File: src/rtl/switch_egress_rx_if.sv
// rtl/switch_egress_rx_if.sv - switch output stream and host receive handshake bundle
interface switch_egress_rx_if #(
  parameter int ADDR_WIDTH   = 4,
  parameter int DATA_WIDTH   = 8,
  parameter int PACKET_WIDTH = 2 * ADDR_WIDTH + DATA_WIDTH
);
  logic                    valid_out;
  logic [PACKET_WIDTH-1:0] data_out;
  logic                    rx_valid;
  logic                    rx_ready;
  logic [ADDR_WIDTH-1:0]   rx_source;
  logic [ADDR_WIDTH-1:0]   rx_target;
  logic [DATA_WIDTH-1:0]   rx_data;

  // Environment side: the switch port drives packets, the host drives ready.
  modport master (
    output valid_out, data_out, rx_ready,
    input  rx_valid, rx_source, rx_target, rx_data
  );

  // Endpoint side: the receive block.
  modport slave (
    input  valid_out, data_out, rx_ready,
    output rx_valid, rx_source, rx_target, rx_data
  );
endinterface

File: src/rtl/switch_egress_rx.sv
// rtl/switch_egress_rx.sv - egress receive endpoint: classify, buffer and count switch packets
module switch_egress_rx #(
  parameter int                    ADDR_WIDTH   = 4,
  parameter int                    DATA_WIDTH   = 8,
  parameter int                    PACKET_WIDTH = 2 * ADDR_WIDTH + DATA_WIDTH,
  parameter logic [ADDR_WIDTH-1:0] PORT_ID      = ADDR_WIDTH'(1),
  parameter int                    FIFO_DEPTH   = 4,
  parameter int                    CNT_WIDTH    = 16
) (
  input  logic                         clk,
  input  logic                         rst,
  switch_egress_rx_if.slave            bus,
  output logic [$clog2(FIFO_DEPTH):0]  occupancy,
  input  logic                         clear_stats,
  output logic [CNT_WIDTH-1:0]         pkt_count,
  output logic [CNT_WIDTH-1:0]         misroute_count,
  output logic [CNT_WIDTH-1:0]         malformed_count,
  output logic [CNT_WIDTH-1:0]         drop_count,
  output logic                         overflow
);

  localparam int PTR_W = $clog2(FIFO_DEPTH);
  localparam int OCC_W = PTR_W + 1;

  logic [PACKET_WIDTH-1:0] mem [FIFO_DEPTH];
  logic [PTR_W-1:0]        rd_ptr;
  logic [PTR_W-1:0]        wr_ptr;
  logic [PACKET_WIDTH-1:0] head;

  logic [ADDR_WIDTH-1:0]   in_source;
  logic [ADDR_WIDTH-1:0]   in_target;
  logic                    source_one_hot;
  logic                    is_malformed;
  logic                    is_misroute;
  logic                    is_good;
  logic                    fifo_full;
  logic                    rx_valid_i;
  logic                    pop;
  logic                    push;
  logic                    drop;

  function automatic logic [CNT_WIDTH-1:0] sat_inc(input logic [CNT_WIDTH-1:0] v);
    return (&v) ? v : v + CNT_WIDTH'(1);
  endfunction

  // Classify the incoming packet and decide push/pop/drop for this cycle.
  always_comb begin
    in_source      = bus.data_out[PACKET_WIDTH-1 -: ADDR_WIDTH];
    in_target      = bus.data_out[DATA_WIDTH +: ADDR_WIDTH];
    source_one_hot = (in_source != '0) &&
                     ((in_source & (in_source - ADDR_WIDTH'(1))) == '0);
    is_malformed   = !source_one_hot || (in_source == in_target);
    is_misroute    = !is_malformed && (in_target != PORT_ID);
    is_good        = !is_malformed && !is_misroute;
    fifo_full      = (occupancy == OCC_W'(FIFO_DEPTH));
    rx_valid_i     = (occupancy != '0);
    pop            = rx_valid_i && bus.rx_ready;
    // A full FIFO still accepts a packet when the head leaves in the same cycle.
    push           = bus.valid_out && is_good && (!fifo_full || pop);
    drop           = bus.valid_out && is_good && fifo_full && !pop;
  end

  // Head entry is presented directly; forced to zero when empty so reset clears the fields.
  always_comb begin
    head          = mem[rd_ptr];
    bus.rx_valid  = rx_valid_i;
    bus.rx_source = rx_valid_i ? head[PACKET_WIDTH-1 -: ADDR_WIDTH] : '0;
    bus.rx_target = rx_valid_i ? head[DATA_WIDTH +: ADDR_WIDTH]     : '0;
    bus.rx_data   = rx_valid_i ? head[DATA_WIDTH-1:0]               : '0;
  end

  // Storage array write; contents need no reset since the head is masked when empty.
  always_ff @(posedge clk) begin
    if (push) begin
      mem[wr_ptr] <= bus.data_out;
    end
  end

  // Pointers and occupancy; simultaneous push and pop leaves occupancy unchanged.
  always_ff @(posedge clk or posedge rst) begin
    if (rst) begin
      rd_ptr    <= '0;
      wr_ptr    <= '0;
      occupancy <= '0;
    end else begin
      if (push) wr_ptr <= wr_ptr + PTR_W'(1);
      if (pop)  rd_ptr <= rd_ptr + PTR_W'(1);
      case ({push, pop})
        2'b10:   occupancy <= occupancy + OCC_W'(1);
        2'b01:   occupancy <= occupancy - OCC_W'(1);
        default: occupancy <= occupancy;
      endcase
    end
  end

  // Saturating statistics; a clear request wins over any increment in the same cycle.
  always_ff @(posedge clk or posedge rst) begin
    if (rst) begin
      pkt_count       <= '0;
      misroute_count  <= '0;
      malformed_count <= '0;
      drop_count      <= '0;
      overflow        <= 1'b0;
    end else if (clear_stats) begin
      pkt_count       <= '0;
      misroute_count  <= '0;
      malformed_count <= '0;
      drop_count      <= '0;
      overflow        <= 1'b0;
    end else if (bus.valid_out) begin
      if (is_malformed) malformed_count <= sat_inc(malformed_count);
      if (is_misroute)  misroute_count  <= sat_inc(misroute_count);
      if (push)         pkt_count       <= sat_inc(pkt_count);
      if (drop) begin
        drop_count <= sat_inc(drop_count);
        overflow   <= 1'b1;
      end
    end
  end

endmodule
File: src/flat_wrapper.sv
// flat-port wrapper written by rule: the top's interface ports become plain ports
module switch_egress_rx_flat 
#(
  parameter int                    ADDR_WIDTH   = 4,
  parameter int                    DATA_WIDTH   = 8,
  parameter int                    PACKET_WIDTH = 2 * ADDR_WIDTH + DATA_WIDTH,
  parameter logic [ADDR_WIDTH-1:0] PORT_ID      = ADDR_WIDTH'(1),
  parameter int                    FIFO_DEPTH   = 4,
  parameter int                    CNT_WIDTH    = 16
)
  (clk, rst, occupancy, clear_stats, pkt_count, misroute_count, malformed_count, drop_count, overflow, bus_valid_out, bus_data_out, bus_rx_ready, bus_rx_valid, bus_rx_source, bus_rx_target, bus_rx_data);
  switch_egress_rx_if #(.ADDR_WIDTH(ADDR_WIDTH), .DATA_WIDTH(DATA_WIDTH), .PACKET_WIDTH(PACKET_WIDTH)) bus_i ();
  input  logic clk;
  input  logic rst;
  output logic [$clog2(FIFO_DEPTH):0] occupancy;
  input  logic clear_stats;
  output logic [CNT_WIDTH-1:0] pkt_count;
  output logic [CNT_WIDTH-1:0] misroute_count;
  output logic [CNT_WIDTH-1:0] malformed_count;
  output logic [CNT_WIDTH-1:0] drop_count;
  output logic overflow;
  input wire logic [$bits(bus_i.valid_out)-1:0] bus_valid_out;
  input wire logic [$bits(bus_i.data_out)-1:0] bus_data_out;
  input wire logic [$bits(bus_i.rx_ready)-1:0] bus_rx_ready;
  output wire logic [$bits(bus_i.rx_valid)-1:0] bus_rx_valid;
  output wire logic [$bits(bus_i.rx_source)-1:0] bus_rx_source;
  output wire logic [$bits(bus_i.rx_target)-1:0] bus_rx_target;
  output wire logic [$bits(bus_i.rx_data)-1:0] bus_rx_data;
  assign bus_i.valid_out = bus_valid_out;
  assign bus_i.data_out = bus_data_out;
  assign bus_i.rx_ready = bus_rx_ready;
  assign bus_rx_valid = bus_i.rx_valid;
  assign bus_rx_source = bus_i.rx_source;
  assign bus_rx_target = bus_i.rx_target;
  assign bus_rx_data = bus_i.rx_data;
  switch_egress_rx #(.ADDR_WIDTH(ADDR_WIDTH), .DATA_WIDTH(DATA_WIDTH), .PACKET_WIDTH(PACKET_WIDTH), .PORT_ID(PORT_ID), .FIFO_DEPTH(FIFO_DEPTH), .CNT_WIDTH(CNT_WIDTH)) u_core (.clk(clk), .rst(rst), .bus(bus_i), .occupancy(occupancy), .clear_stats(clear_stats), .pkt_count(pkt_count), .misroute_count(misroute_count), .malformed_count(malformed_count), .drop_count(drop_count), .overflow(overflow));
endmodule
File: config.mk
export PLATFORM = sky130hd
export DESIGN_NAME = switch_egress_rx_flat
export DESIGN_NICKNAME = d
export VERILOG_FILES = /design/src/rtl/switch_egress_rx_if.sv /design/src/rtl/switch_egress_rx.sv /design/src/flat_wrapper.sv
export SDC_FILE = /design/constraint.sdc
export NUM_CORES = 1
export LEC_CHECK = 0
export ABC_AREA = 0
export ABC_CLOCK_PERIOD_IN_PS = 2630
export CAP_MARGIN = 15
export CORE_ASPECT_RATIO = 0.7
export CORE_MARGIN = 2
export CORE_UTILIZATION = 49
export DETAILED_ROUTE_END_ITERATION = 7
export HOLD_SLACK_MARGIN = 0.02
export PLACE_DENSITY = 0.82
export SETUP_SLACK_MARGIN = 0.2
export SLEW_MARGIN = 0
export SYNTH_ARGS = -nofsm -noshare
export SYNTH_HDL_FRONTEND = slang
export SYNTH_SLANG_ARGS = --single-unit
File: constraint.sdc
create_clock -name clk -period 2.63 [get_ports clk]
set_input_delay 0.526 -clock clk [delete_from_list [all_inputs] [get_ports clk]]
set_output_delay 0.526 -clock clk [all_outputs]
set_load 0.05 [all_outputs]
### Yosys cells after proc, flatten, opt, wreduce, memory -nomap -nowiden

Memories as Yosys holds them, arrays and structs flattened.
Cells that the tools add are included.

| word-level totals | value |
|---|---|
| register bits after elaboration | 72 |
| bits in writable memories | 64 |
| input bits | 21 |
| output and inout port bits | 85 |
| logic and storage cells | 86 |
| memories kept | 1 |

| cells by class | value |
|---|---|
| $add $sub $neg | 9 |
| equal/unequal tests | 9 |
| mux-type cells | 25 |
| bitwise logic cells | 1 |
| reduce and logical (&&, ||, !) cells | 33 |

Memories:

| name | words | width | read ports | clocked after Yosys merged registers in | write ports | line | RTL |
|---|---|---|---|---|---|---|---|
| u_core.mem | 4 | 16 | 1 | 0 | 1 | switch_egress_rx.sv:25 | `logic [PACKET_WIDTH-1:0] mem [FIFO_DEPTH];` |

Operators by type and width:

| kind | count |
|---|---|
| 16-bit two-way mux | 16 |
| 16-bit by 1-bit adder with 16-bit output, second input constant | 4 |
| 16-bit AND reduction | 4 |
| 3-bit AND reduction | 4 |
| 2-bit nonzero test | 6 |
| 1-bit logical AND | 8 |
| 4-bit two-way mux | 2 |
| 8-bit two-way mux | 1 |
| 2-bit != test, second input constant | 4 |
| 3-bit one-hot mux with 2 select lines | 1 |
| 1-bit logical NOT | 5 |
| 1-bit two-way mux | 5 |
| 2-bit by 1-bit adder with 2-bit output, second input constant | 2 |
| 4-bit bitwise AND | 1 |
| 4-bit equality test | 1 |
| 4-bit logical NOT | 1 |
| 4-bit by 1-bit != test with 1-bit output, second input constant | 1 |
| 4-bit nonzero test | 1 |
| 4-bit by 1-bit subtractor with 4-bit output, second input constant | 1 |
| 3-bit by 1-bit adder with 3-bit output, second input constant | 1 |
| 3-bit equality test, second input constant | 1 |
| 3-bit nonzero test | 1 |
| 3-bit by 1-bit subtractor with 3-bit output, second input constant | 1 |
| 2-bit by 1-bit equality test with 1-bit output, second input constant | 1 |
| other kinds (3) | 4 |

### Longest topological paths before layout

Gate-level depths: netlist of the first run.

| logic depth | value |
|---|---|
| word-level depth | 16 |
| mapped depth | 10 |
| depth with buffers taken out | 9 |

### Worst setup path after synthesis of the first run

Ideal clock, no wire load.

| timing path | value |
|---|---|
| path type | in2reg |
| start | input bus_data_out[13] |
| end | register u_core.occupancy[1] |
| library setup time | 77 ps |
| arrival | 2832 ps |
| data required time | 2553 ps |
| setup slack | -279 ps |
| stages on the path | 9 |
| path through | or4b_1 > o311a_1 > clkbuf_1 > nor3_2 > nor2_1 > fa_1 > nand2b_1 > a21bo_2 > a21oi_1 |

| between the ends | value |
|---|---|
| cells in the longest elaborated chain, start to end | 14 |
| elaborated cells on any way between the ends | 18 |
| those cells by class | 1 x add/sub; 3 x eq/ne; 1 x mux; 1 x bitwise; 12 x reduce/logical |

Ends and longest elaborated chain:

| what | line | RTL |
|---|---|---|
| from (decl) | flat_wrapper.sv:23 | `input wire logic [$bits(bus_i.data_out)-1:0] bus_data_out;` |
| 4-bit by 1-bit subtractor with 4-bit output | switch_egress_rx.sv:51 | `((in_source & (in_source - ADDR_WIDTH'(1))) == '0);` |
| 4-bit bitwise AND | switch_egress_rx.sv:51 |  |
| 4-bit logical NOT | switch_egress_rx.sv:51 |  |
| 1-bit logical AND | switch_egress_rx.sv:50 | `source_one_hot = (in_source != '0) &&` |
| 1-bit logical NOT | switch_egress_rx.sv:52 | `is_malformed = !source_one_hot \|\| (in_source == in_target);` |
| 1-bit logical OR (*) | switch_egress_rx.sv:52 |  |
| 1-bit logical NOT (*) | switch_egress_rx.sv:53, switch_egress_rx.sv:54 |  |
| 1-bit logical AND | switch_egress_rx.sv:53 | `is_misroute = !is_malformed && (in_target != PORT_ID);` |
| 1-bit logical NOT | switch_egress_rx.sv:54 | `is_good = !is_malformed && !is_misroute;` |
| 1-bit logical AND (*) | switch_egress_rx.sv:54 |  |
| 1-bit logical AND (*) (2 in series) | switch_egress_rx.sv:59 | `push = bus.valid_out && is_good && (!fifo_full \|\| pop);` |
| 2-bit by 1-bit equality test with 1-bit output / 2-bit equality test (equally long branches) | switch_egress_rx.sv:88 | `case ({push, pop})` |
| 3-bit one-hot mux with 2 select lines / 2-bit nonzero test (equally long branches) | n/a |  |
| to (signal assigned) | switch_egress_rx.sv:89 | `2'b10: occupancy <= occupancy + OCC_W'(1);` |
| to (signal assigned) | switch_egress_rx.sv:90 | `2'b01: occupancy <= occupancy - OCC_W'(1);` |
| to (signal assigned) | switch_egress_rx.sv:91 | `default: occupancy <= occupancy;` |
| to (decl) | switch_egress_rx.sv:13 | `output logic [$clog2(FIFO_DEPTH):0] occupancy,` |

Every way passes the cells marked *; elsewhere a longest branch is shown, timed or not.
A chain may end at the register's enable or synchronous reset.

### Final worst setup path of the first run

| timing path | value |
|---|---|
| start | register u_core.rd_ptr[0] |
| end | output bus_rx_target[2] |

| between the ends | value |
|---|---|
| cells in the longest elaborated chain, start to end | 2 |

Ends and longest elaborated chain:

| what | line | RTL |
|---|---|---|
| from (decl) | switch_egress_rx.sv:26 | `logic [PTR_W-1:0] rd_ptr;` |
| from (signal assigned) | switch_egress_rx.sv:87 | `if (pop) rd_ptr <= rd_ptr + PTR_W'(1);` |
| memory 4 x 16 bit | n/a |  |
| 4-bit two-way mux | switch_egress_rx.sv:68 | `bus.rx_target = rx_valid_i ? head[DATA_WIDTH +: ADDR_WIDTH] : '0;` |
| to (decl) | flat_wrapper.sv:27 | `output wire logic [$bits(bus_i.rx_target)-1:0] bus_rx_target;` |

No other way between the ends.

==> metrics.cfg, run 1 <==
[grt]
antenna_found_initial = 0
grt-ovfl-total = 0
grt_pass1_vias = 5425
grt_pass1_wl_mm = 27.5
grt.total_usage_pct = 24.1
grt_max_degree = 75

[logic_synthesis]
synth_top_family_by_area = simple AND/OR/NAND/NOR gates
yosys_warnings = 0
syn_nets = 608
synth_xor_area_share_pct = 1.42
synth_compound_area_share_pct = 10.8
synth_edf_count = 64
ys_seq_elements = 136
synthMuxAreaShare_pct = 7.93
synth.yosys.seq_area_share_pct = 55.0
synth_area_leader_cell = edfxtp_1
synth_fa_ha_area_share_pct = 1.77
synth-simple-area-share_pct = 20.1
ys_async_sr_fraction_pct = 52.9
syn_inst = 578
synth.avg_cell_area_sq_um = 11.7
synth_top_area_share_pct = 28.4
yosys_most_used_dff = dfrtp_1
syn_area_sq_um = 6770
yosys.cell_types.count = 58
synth_area_leaders = edfxtp_1 28%, dfrtp_1 27%, mux4_2 5.3%

[place]
hpwl_mm = 11.6
gp_congestion = 0.852
io_buffers = 105
pre_cts_ws_ps = -656
dp.cells = 888

[sta]
timing.fmax_ghz = 0.408
fin_ws_ps = 182
setup_violations = 0
finalHoldViolations = 0
period_share_pct = 93.1
rsz0062_at_grt = true
final.min_clock_period_ps = 2450
drv_slew = 0
clock_skew_ps = 15.6
slew-limit-headroom_pct = 48.6
worst_pin_slew_ps = 772

[die]
start_util_pct = 50.9
die_h_microns = 102
io_pins = 106
num_rows = 35
core_sq_um = 13300
die-area_sq_um = 14800
die_x_microns = 145

[cts]
clock-sinks = 136
clock-root-buffer = clkbuf_16
numCtsBuffers = 17
cts_tree = built
worstSkewPairLatency_ps = 420
clk_pin_slew_ps = 70
hold_buffers = 0
clockBufferDepth = 2
cts-htree-levels = 4

[routing]
dr.pass1.iters = 4
vias_per_cell = 5.94
finalWirelength_mm = 17.8
drtIter0Drc = 304
drc_errors = 0
wl_per_cell_microns = 19.1
ant_nets = 0
vias = 5534

[worst_setup_path]
critPathKind = reg -> out
crit_fanout = 15
crit_arrival_ps = 1920
cp.required_ps = 2100
startpoint_type = flip-flop
cp-end-kind = output port

[power]
power_density_nw_per_um2 = 755
p_total_uw = 6920
power.leakage_uw = 0.00337
vdd_drop_max_v = 0.000569

[final_layout]
stdcell_count = 932
diodes = 0
drive_gt1_share_pct = 26.9
nNetsFinal = 764
syn_to_final_growth_pct = 35.4

[outcome]
outcome = finished clean

[hold_path]
min-delay-path-class = in -> async

[run]
drv_cap = 0

==> final timing paths <==
check,startpoint,endpoint,slack [ps],cells past startpoint
setup / recovery,u_core.rd_ptr[0],bus_rx_target[2],180,4
hold / removal,rst,u_core.misroute_count[10],390,2
setup reg to reg,u_core.occupancy[0],u_core.occupancy[1],280,8
hold reg to reg,u_core.overflow,u_core.overflow,520,2
max in group asynchronous,rst,u_core.occupancy[0],1590,3
min in group clk,bus_data_out[14],u_core.mem[1][14],480,2
==> power breakdown <==
part	internal (uW)	switching (uW)	leakage, uW
registers	2290	61.1	0.00155
logic	875	1340	0.00155
clock network	1340	1010	0.000271
==> logic make-up after synthesis <==
| group | after synthesis |
|---|---|
| and+or+nand+nor | 230 |
| DFF | 136 |
| AOI/OAI and AO/OA | 111 |
| buffers and inverters | 49 |
| muxes | 32 |
| xor gates and xnor gates | 11 |
| adders and majority gates | 9 |
==> area by class of cell <==
| class | instances | area (sq um) |
|---|---|---|
| fill | 919 | 4140 |
| sequential | 136 | 3730 |
| multi-input combinational | 396 | 3050 |
| timing repair buffer | 167 | 1520 |
| clock buffer | 17 | 425 |
| tap | 185 | 231 |
| clock inverter | 15 | 156 |
| inverter | 16 | 60.1 |
==> synthesized netlist by cell type (3+ instances only) <==
master / count
nand3_1: 23
o21ai_0: 15
o31ai_1: 22
o211ai_1: 6
mux2_2: 13
nor4b_1: 5
or3_1: 13
inv_1: 16
xnor2_1: 10
nor2_1: 29
and4_1: 5
clkbuf_1: 27
dfrtp_1: 72
mux2i_1: 3
edfxtp_1: 64
o311ai_0: 6
mux4_2: 16
ha_1: 8
nor4_1: 11
o41ai_1: 8
nor3_1: 7
nor2b_1: 15
or2_2: 4
and2_1: 25
or4_1: 23
nand2_1: 30
nand4_1: 17
a21oi_1: 40
and3_1: 7
==> critical path: stages, from the launching register on <==
cell	delay [ps]
dfrtp_2	390
buf_12	180
mux4_2	520
and2_2	230
buf_4	190
==> what timing repair did <==
| action | CTS | global route |
|---|---|---|
| cloned | 0 | 3 |
| setup endpoints to repair | 131 | 58 |
| buffers inserted | 7 | 2 |
| pin swaps | 9 | 3 |
| gates resized for setup | 33 | 8 |
==> flip-flops by register name (all words and copies together) (netlist names) <==
register and flops:
u_core.occupancy 3, u_core.wr_ptr 2, u_core.drop_count 16, u_core.overflow 1, u_core.malformed_count 16, u_core.rd_ptr 2
u_core.misroute_count 16, u_core.mem 64, u_core.pkt_count 16
==> metal layers <==
layer | vias up | global-route usage, % | wire length (microns) | part of all wire [%]
met5 | - | 0 | 0 | 0
met2 | 196 | 39.2 | 8500 | 48
met1 | 2750 | 32.9 | 7830 | 44
met3 | 16 | 6.28 | 1230 | 6.9
li1 | 2572 | - | - | -
met4 | 0 | 5.68 | 206 | 1.2
==> layout by cell type, fill, tap and decap left out, types with 6 or more instances in the layout <==
cell              n
and2_2           11
inv_1            15
clkdlybuf4s50_1  79
xnor2_1           9
mux4_2           16
edfxtp_1         64
nand2_1          30
nor4_2            7
o41ai_1           6
mux2_2           12
o211ai_1          6
o21ai_0          15
nor2_1           28
o31ai_1          22
dfrtp_1          65
or3_1            12
nor2b_1          15
buf_4            73
and2_1           12
clkbuf_16        17
a21oi_1          39
ha_1              8
and3_1            7
or4_1            23
nand3_1          23
dfrtp_2           7
nor3_1            6
nand4_1          17
==> through the flow <==
stage / util [%] / TNS, ps / area [sq um] / hold WS (ps)
2_1_floorplan: - / -699 / 6910 / 580
3_3_place_gp: 63.3 / -44940 / 8420 / 502
3_5_place_dp: 63.3 / -53070 / 8420 / 508
4_1_cts: 68.4 / 0 / 9100 / 391
5_1_grt: 68.9 / 0 / 9170 / 419
6_report: 68.9 / 0 / 9170 / 388
(Power assumes the default switching activity.)
==> inputs of run 2 (changes only) <==
--- a/config.mk
+++ b/config.mk
@@ -5,7 +5,7 @@
 export SDC_FILE = /design/constraint.sdc
 export NUM_CORES = 1
 export LEC_CHECK = 0
-export ABC_AREA = 0
+export ABC_AREA = 1
 export ABC_CLOCK_PERIOD_IN_PS = 2630
 export CAP_MARGIN = 15
 export CORE_ASPECT_RATIO = 0.7
@@ -13,7 +13,7 @@
 export CORE_UTILIZATION = 49
 export DETAILED_ROUTE_END_ITERATION = 7
 export HOLD_SLACK_MARGIN = 0.02
-export PLACE_DENSITY = 0.82
+export PLACE_DENSITY = 0.81
 export SETUP_SLACK_MARGIN = 0.2
 export SLEW_MARGIN = 0
 export SYNTH_ARGS = -nofsm -noshare
==> run 2 against run 1 <==
Effect of this change: synthesized cell count rose by 43%; design area rose by 0.34%; critical path type unchanged; setup slack improved by 140 ps; largest power group is now combinational logic; maximum frequency rose by 6.0%.
==> metrics.cfg, run 2 <==
[sta]
timing.fmax_ghz = 0.433
final.min_clock_period_ps = 2310
clock_skew_ps = 9.69
drv_slew = 0
slew-limit-headroom_pct = 57.3
finalHoldWorstSlack_ps = 415
worst_pin_slew_ps = 635
rsz0062_at_grt = false
period_share_pct = 87.8
finalHoldViolations = 0
setup_violations = 0

[routing]
vias = 6084
wl_per_cell_microns = 14.8
drtIter0Drc = 503
vias_per_cell = 5.31
dr.pass1.iters = 5
drc_errors = 0
finalWirelength_mm = 17.0
ant_nets = 0

[logic_synthesis]
synth_xor_area_share_pct = 4.94
yosys_most_used_dff = dfrtp_1
synth_top_area_share_pct = 27.1
yosys_warnings = 0
synth_area_leader_cell = edfxtp_1
syn_nets = 855
post-synth-top-count-cell = nand2_1
synth_compound_area_share_pct = 7.37
synth_common_cells = 163 x nand2_1, 133 x nor2_1, 72 x dfrtp_1
synth.avg_cell_area_sq_um = 8.60
yosys.cell_types.count = 35
ys_async_sr_fraction_pct = 52.9
ys_seq_elements = 136
synth_area_leaders = edfxtp_1 27%, dfrtp_1 25%, nand2_1 8.6%
synth_top_family_by_area = simple AND/OR/NAND/NOR gates
synth-simple-area-share_pct = 27.6
syn_area_sq_um = 7100
synth_edf_count = 64
synth_fa_ha_area_share_pct = 1.69
synthMuxAreaShare_pct = 0
synth.yosys.seq_area_share_pct = 52.5
syn_inst = 825

[final_layout]
nNetsFinal = 973
multi_input_area_sq_um = 3090
largest_reg_flops = 64
diodes = 0
final_common_cell = nand2_1
stdcell_count = 1146
register_area_sq_um = 3730
final_cell_mix = 162 x nand2_1, 129 x nor2_1, 87 x clkdlybuf4s50_1
syn_to_final_growth_pct = 29.7
fill_cells = 1104
drive_gt1_share_pct = 13.7
postLayoutCoreUtil_pct = 65.5
regMostFlops = u_core.mem

[cts]
numCtsBuffers = 17
cts-htree-levels = 4
hold_buffers = 0
post_cts_buffers = 0
clock-sinks = 136
cts_tree = built
clk_pin_slew_ps = 70
clockBufferDepth = 2
post_cts_resized = 0
clock-root-buffer = clkbuf_16
worstSkewPairLatency_ps = 420

[worst_setup_path]
crit_fanout = 21
critPathKind = reg -> out
crit_arrival_ps = 1780
startpoint_type = flip-flop
cp-end-kind = output port
ff2ff_setup_slack_ps = 500
cp.required_ps = 2100

[grt]
grt.total_usage_pct = 22.6
grt_max_degree = 58
grt-ovfl-total = 0
grt_pass1_vias = 5496
grt_pass1_wl_mm = 27.8
antenna_found_initial = 0

[run]
drv_cap = 0

[power]
p_clk_share_pct = 30.8
p_sw_share_pct = 39.9
p_total_uw = 7290
p_comb_share_pct = 36.4
power.leakage_uw = 0.00376
power_density_nw_per_um2 = 792
p_sw_uw = 2910
vdd_drop_max_v = 0.000561
pwr-share-seq_pct = 32.8
p_int_uw = 4380

[die]
num_rows = 36
start_util_pct = 50.5
die_x_microns = 148
core_sq_um = 14100
io_pins = 106
die_h_microns = 105
die-area_sq_um = 15500

[place]
io_buffers = 105
gp_congestion = 0.935
dp.cells = 1114
hpwl_mm = 11.7

[hold_path]
min-delay-path-class = in -> async

[outcome]
outcome = finished clean

## run 2: worst paths after layout
kind,from,to,depth (start not counted)
setup / recovery,u_core.rd_ptr[0],bus_rx_target[1],6
hold / removal,rst,u_core.drop_count[0],2
setup reg to reg,u_core.misroute_count[0],u_core.misroute_count[9],10
hold reg to reg,u_core.overflow,u_core.overflow,2
max in group asynchronous,rst,u_core.occupancy[0],3
min in group clk,bus_data_out[12],u_core.mem[1][12],1
## run 2: routing by layer
metal,wire [microns],GRT usage [%]
met1,8040,33.9
met2,7420,32.9
met3,1210,4.76
met4,282,7.14
met5,0,0
## run 2: cells by family after synthesis
kind of cell / Yosys count
buffers and inverters: 105
adder cells (fa/ha/maj): 9
AO/OA/AOI/OAI: 99
flip-flops: 136
AND/OR/NAND/NOR: 436
XOR/XNOR: 40
## run 2: per-stage QoR
| stage | instance area (sq um) | setup slack [ps] | setup TNS, ps |
|---|---|---|---|
| 2_1_floorplan | 7230 | 119 | 0 |
| 3_3_place_gp | 8620 | 21.7 | 0 |
| 3_5_place_dp | 8620 | -41.2 | -1750 |
| 4_1_cts | 9180 | 239 | 0 |
| 5_1_grt | 9200 | 210 | 0 |
| 6_report | 9200 | 320 | 0 |
## run 2: power by group through the flow
stage | clock (uW) | sequential, uW | combinational [uW]
3_3_place_gp | 0 | 2430 | 2610
2_1_floorplan | 0 | 2540 | 1800
3_5_place_dp | 0 | 2430 | 2630
4_1_cts | 2280 | 2390 | 2650
5_1_grt | 2380 | 2400 | 2830
6_report | 2240 | 2390 | 2650
## run 2: layout make-up
cell class / instances / area share [%]
flip-flops and latches: 136 / 40.5
multi-input cells: 584 / 33.6
repair buffers: 129 / 14.2
clock buffers: 17 / 4.62
inverters: 75 / 3.06
well taps: 190 / 2.58
clock inverters: 15 / 1.46
## run 2: critical path, stage by stage, from the launching register on
cell and delay, ps:
dfrtp_1 370, buf_4 260, nor2_1 80, nor2_1 80, o21ai_0 160, a21oi_4 200, buf_4 210
==> inputs of run 3 (changes only) <==
--- a/config.mk
+++ b/config.mk
@@ -7,14 +7,16 @@
 export LEC_CHECK = 0
 export ABC_AREA = 1
 export ABC_CLOCK_PERIOD_IN_PS = 2630
-export CAP_MARGIN = 15
+export CAP_MARGIN = 5
 export CORE_ASPECT_RATIO = 0.7
 export CORE_MARGIN = 2
-export CORE_UTILIZATION = 49
+export CORE_UTILIZATION = 50
 export DETAILED_ROUTE_END_ITERATION = 7
+export DONT_BUFFER_PORTS = 1
 export HOLD_SLACK_MARGIN = 0.02
-export PLACE_DENSITY = 0.81
+export PLACE_DENSITY = 0.73
 export SETUP_SLACK_MARGIN = 0.2
+export SKIP_LAST_GASP = 1
 export SLEW_MARGIN = 0
 export SYNTH_ARGS = -nofsm -noshare
 export SYNTH_HDL_FRONTEND = slang
==> run 3 against run 2 <==
Effect of this change: clock skew is essentially flat; clock power about the same; highest routed layer unchanged; largest power group unchanged; non-clock buffer count shrank 44.
==> metrics.cfg, run 3 (same netlist as run 2, synthesis figures left out) <==
[sta]
finalHoldViolations = 0
setup_violations = 0
worst_pin_slew_ps = 634
drv_slew = 0
period_share_pct = 88.7
setup_tns_ps = 0
final.min_clock_period_ps = 2330
timing.fmax_ghz = 0.429
rsz0062_at_grt = false
clock_skew_ps = 9.30
slew-limit-headroom_pct = 57.7

[grt]
antenna_found_initial = 0
grt_pass1_wl_mm = 28.5
grt_pass1_vias = 5553
grt.total_usage_pct = 23.7
grt_max_degree = 37
grt-ovfl-total = 0

[place]
hpwl_mm = 11.9
gp_congestion = 0.860
dp.cells = 1065
post_dp_cell_area_sq_um = 7930
io_buffers = 0

[worst_setup_path]
crit_fanout = 30
cp-end-kind = output port
critPathKind = reg -> out
cp_slowest_cell = dfrtp_1
crit_family = compound AO/OA/AOI/OAI gates
path_cells = inv_1 -> buf_6 -> o21ai_0 -> a21oi_4
path_buf_inv = 2
crit_arrival_ps = 1810
cp.required_ps = 2100
r2r-end = u_core.mem[0][15]
critical_path.max_stage_delay_ps = 400
reg2reg_depth = 8
startpoint_type = flip-flop
reg2reg_from = u_core.occupancy[0]
crit_start = u_core.rd_ptr[0]
ff2ff_setup_slack_ps = 540

[cts]
numCtsBuffers = 17
clock-sinks = 136
worstSkewPairLatency_ps = 420
cts-htree-levels = 4
clk_pin_slew_ps = 60
clock-root-buffer = clkbuf_16
clockBufferDepth = 2
cts_tree = built

[die]
io_pins = 106
core_sq_um = 13900
start_util_pct = 51.1
die_x_microns = 146
die-area_sq_um = 15200
die_h_microns = 104
num_rows = 36

[routing]
wl_per_cell_microns = 15.4
finalWirelength_mm = 17.0
ant_nets = 0
drc_errors = 0
drtIter0Drc = 494
vias = 5822
dr.pass1.iters = 5
vias_per_cell = 5.28

[hold_path]
min-delay-path-class = in -> reg
hold_end = u_core.overflow
hp-start = clear_stats
whs_path_depth = 1

[final_layout]
stdcell_count = 1102
final_common_cell = nand2_1
post-route-cell-area_sq_um = 8550
syn_to_final_growth_pct = 20.4
nNetsFinal = 929
drive_gt1_share_pct = 19.5
final_cell_mix = 162 x nand2_1, 129 x nor2_1, 81 x buf_4
diodes = 0
largest_reg_flops = 64
regMostFlops = u_core.mem
postLayoutCoreUtil_pct = 61.6

[power]
power_density_nw_per_um2 = 831
power.leakage_uw = 0.00364
vdd_drop_max_v = 0.000435

[outcome]
outcome = finished clean

[run]
drv_cap = 0

==> run 3: report_power, final <==
group	internal (uW)	switching, uW	total [uW]
Sequential	2310	56.0	2360
Clock	1240	995	2240
Combinational	672	1830	2500
==> run 3: how the worst max path moves through the flow <==
stage	endpoint	slack, ps	cells past startpoint
floorplan	u_core.occupancy[0]	120	1
global placement	u_core.mem[0][7]	420	10
detailed placement	u_core.mem[0][7]	350	10
CTS	bus_rx_target[0]	220	4
global route	bus_rx_source[0]	190	4
finish	bus_rx_target[0]	300	4
==> run 3: stage by stage <==
step	setup slack [ps]	hold WS (ps)	total power, uW
2_1_floorplan	119	494	4340
3_3_place_gp	425	340	4790
3_5_place_dp	348	342	4830
4_1_cts	215	153	7130
5_1_grt	195	145	7430
6_report	297	166	7100
==> run 3: layer usage <==
layer  track usage (%)  part of all wire (%)
met4              8.18                   1.9
met1              34.3                    47
met2              34.7                    43
met5                 0                     0
met3              6.21                   7.4
==> run 3: layout make-up <==
cell class / count / area (sq um)
clock buffers: 17 / 425
clock inverters: 15 / 130
fillers: 1173 / 5330
inverters: 75 / 290
multi-input cells: 584 / 3080
flip-flops and latches: 136 / 3730
well taps: 190 / 238
repair buffers: 85 / 652
==> run 3: repair_timing <==
item / in CTS / in global routing
setup endpoints to repair: 15 / 14
buffers inserted: 3 / 1
hold buffers: 1 / 0
pin swaps: 1 / 2
hold endpoints to repair: 11 / 0
resized for setup: 3 / 3
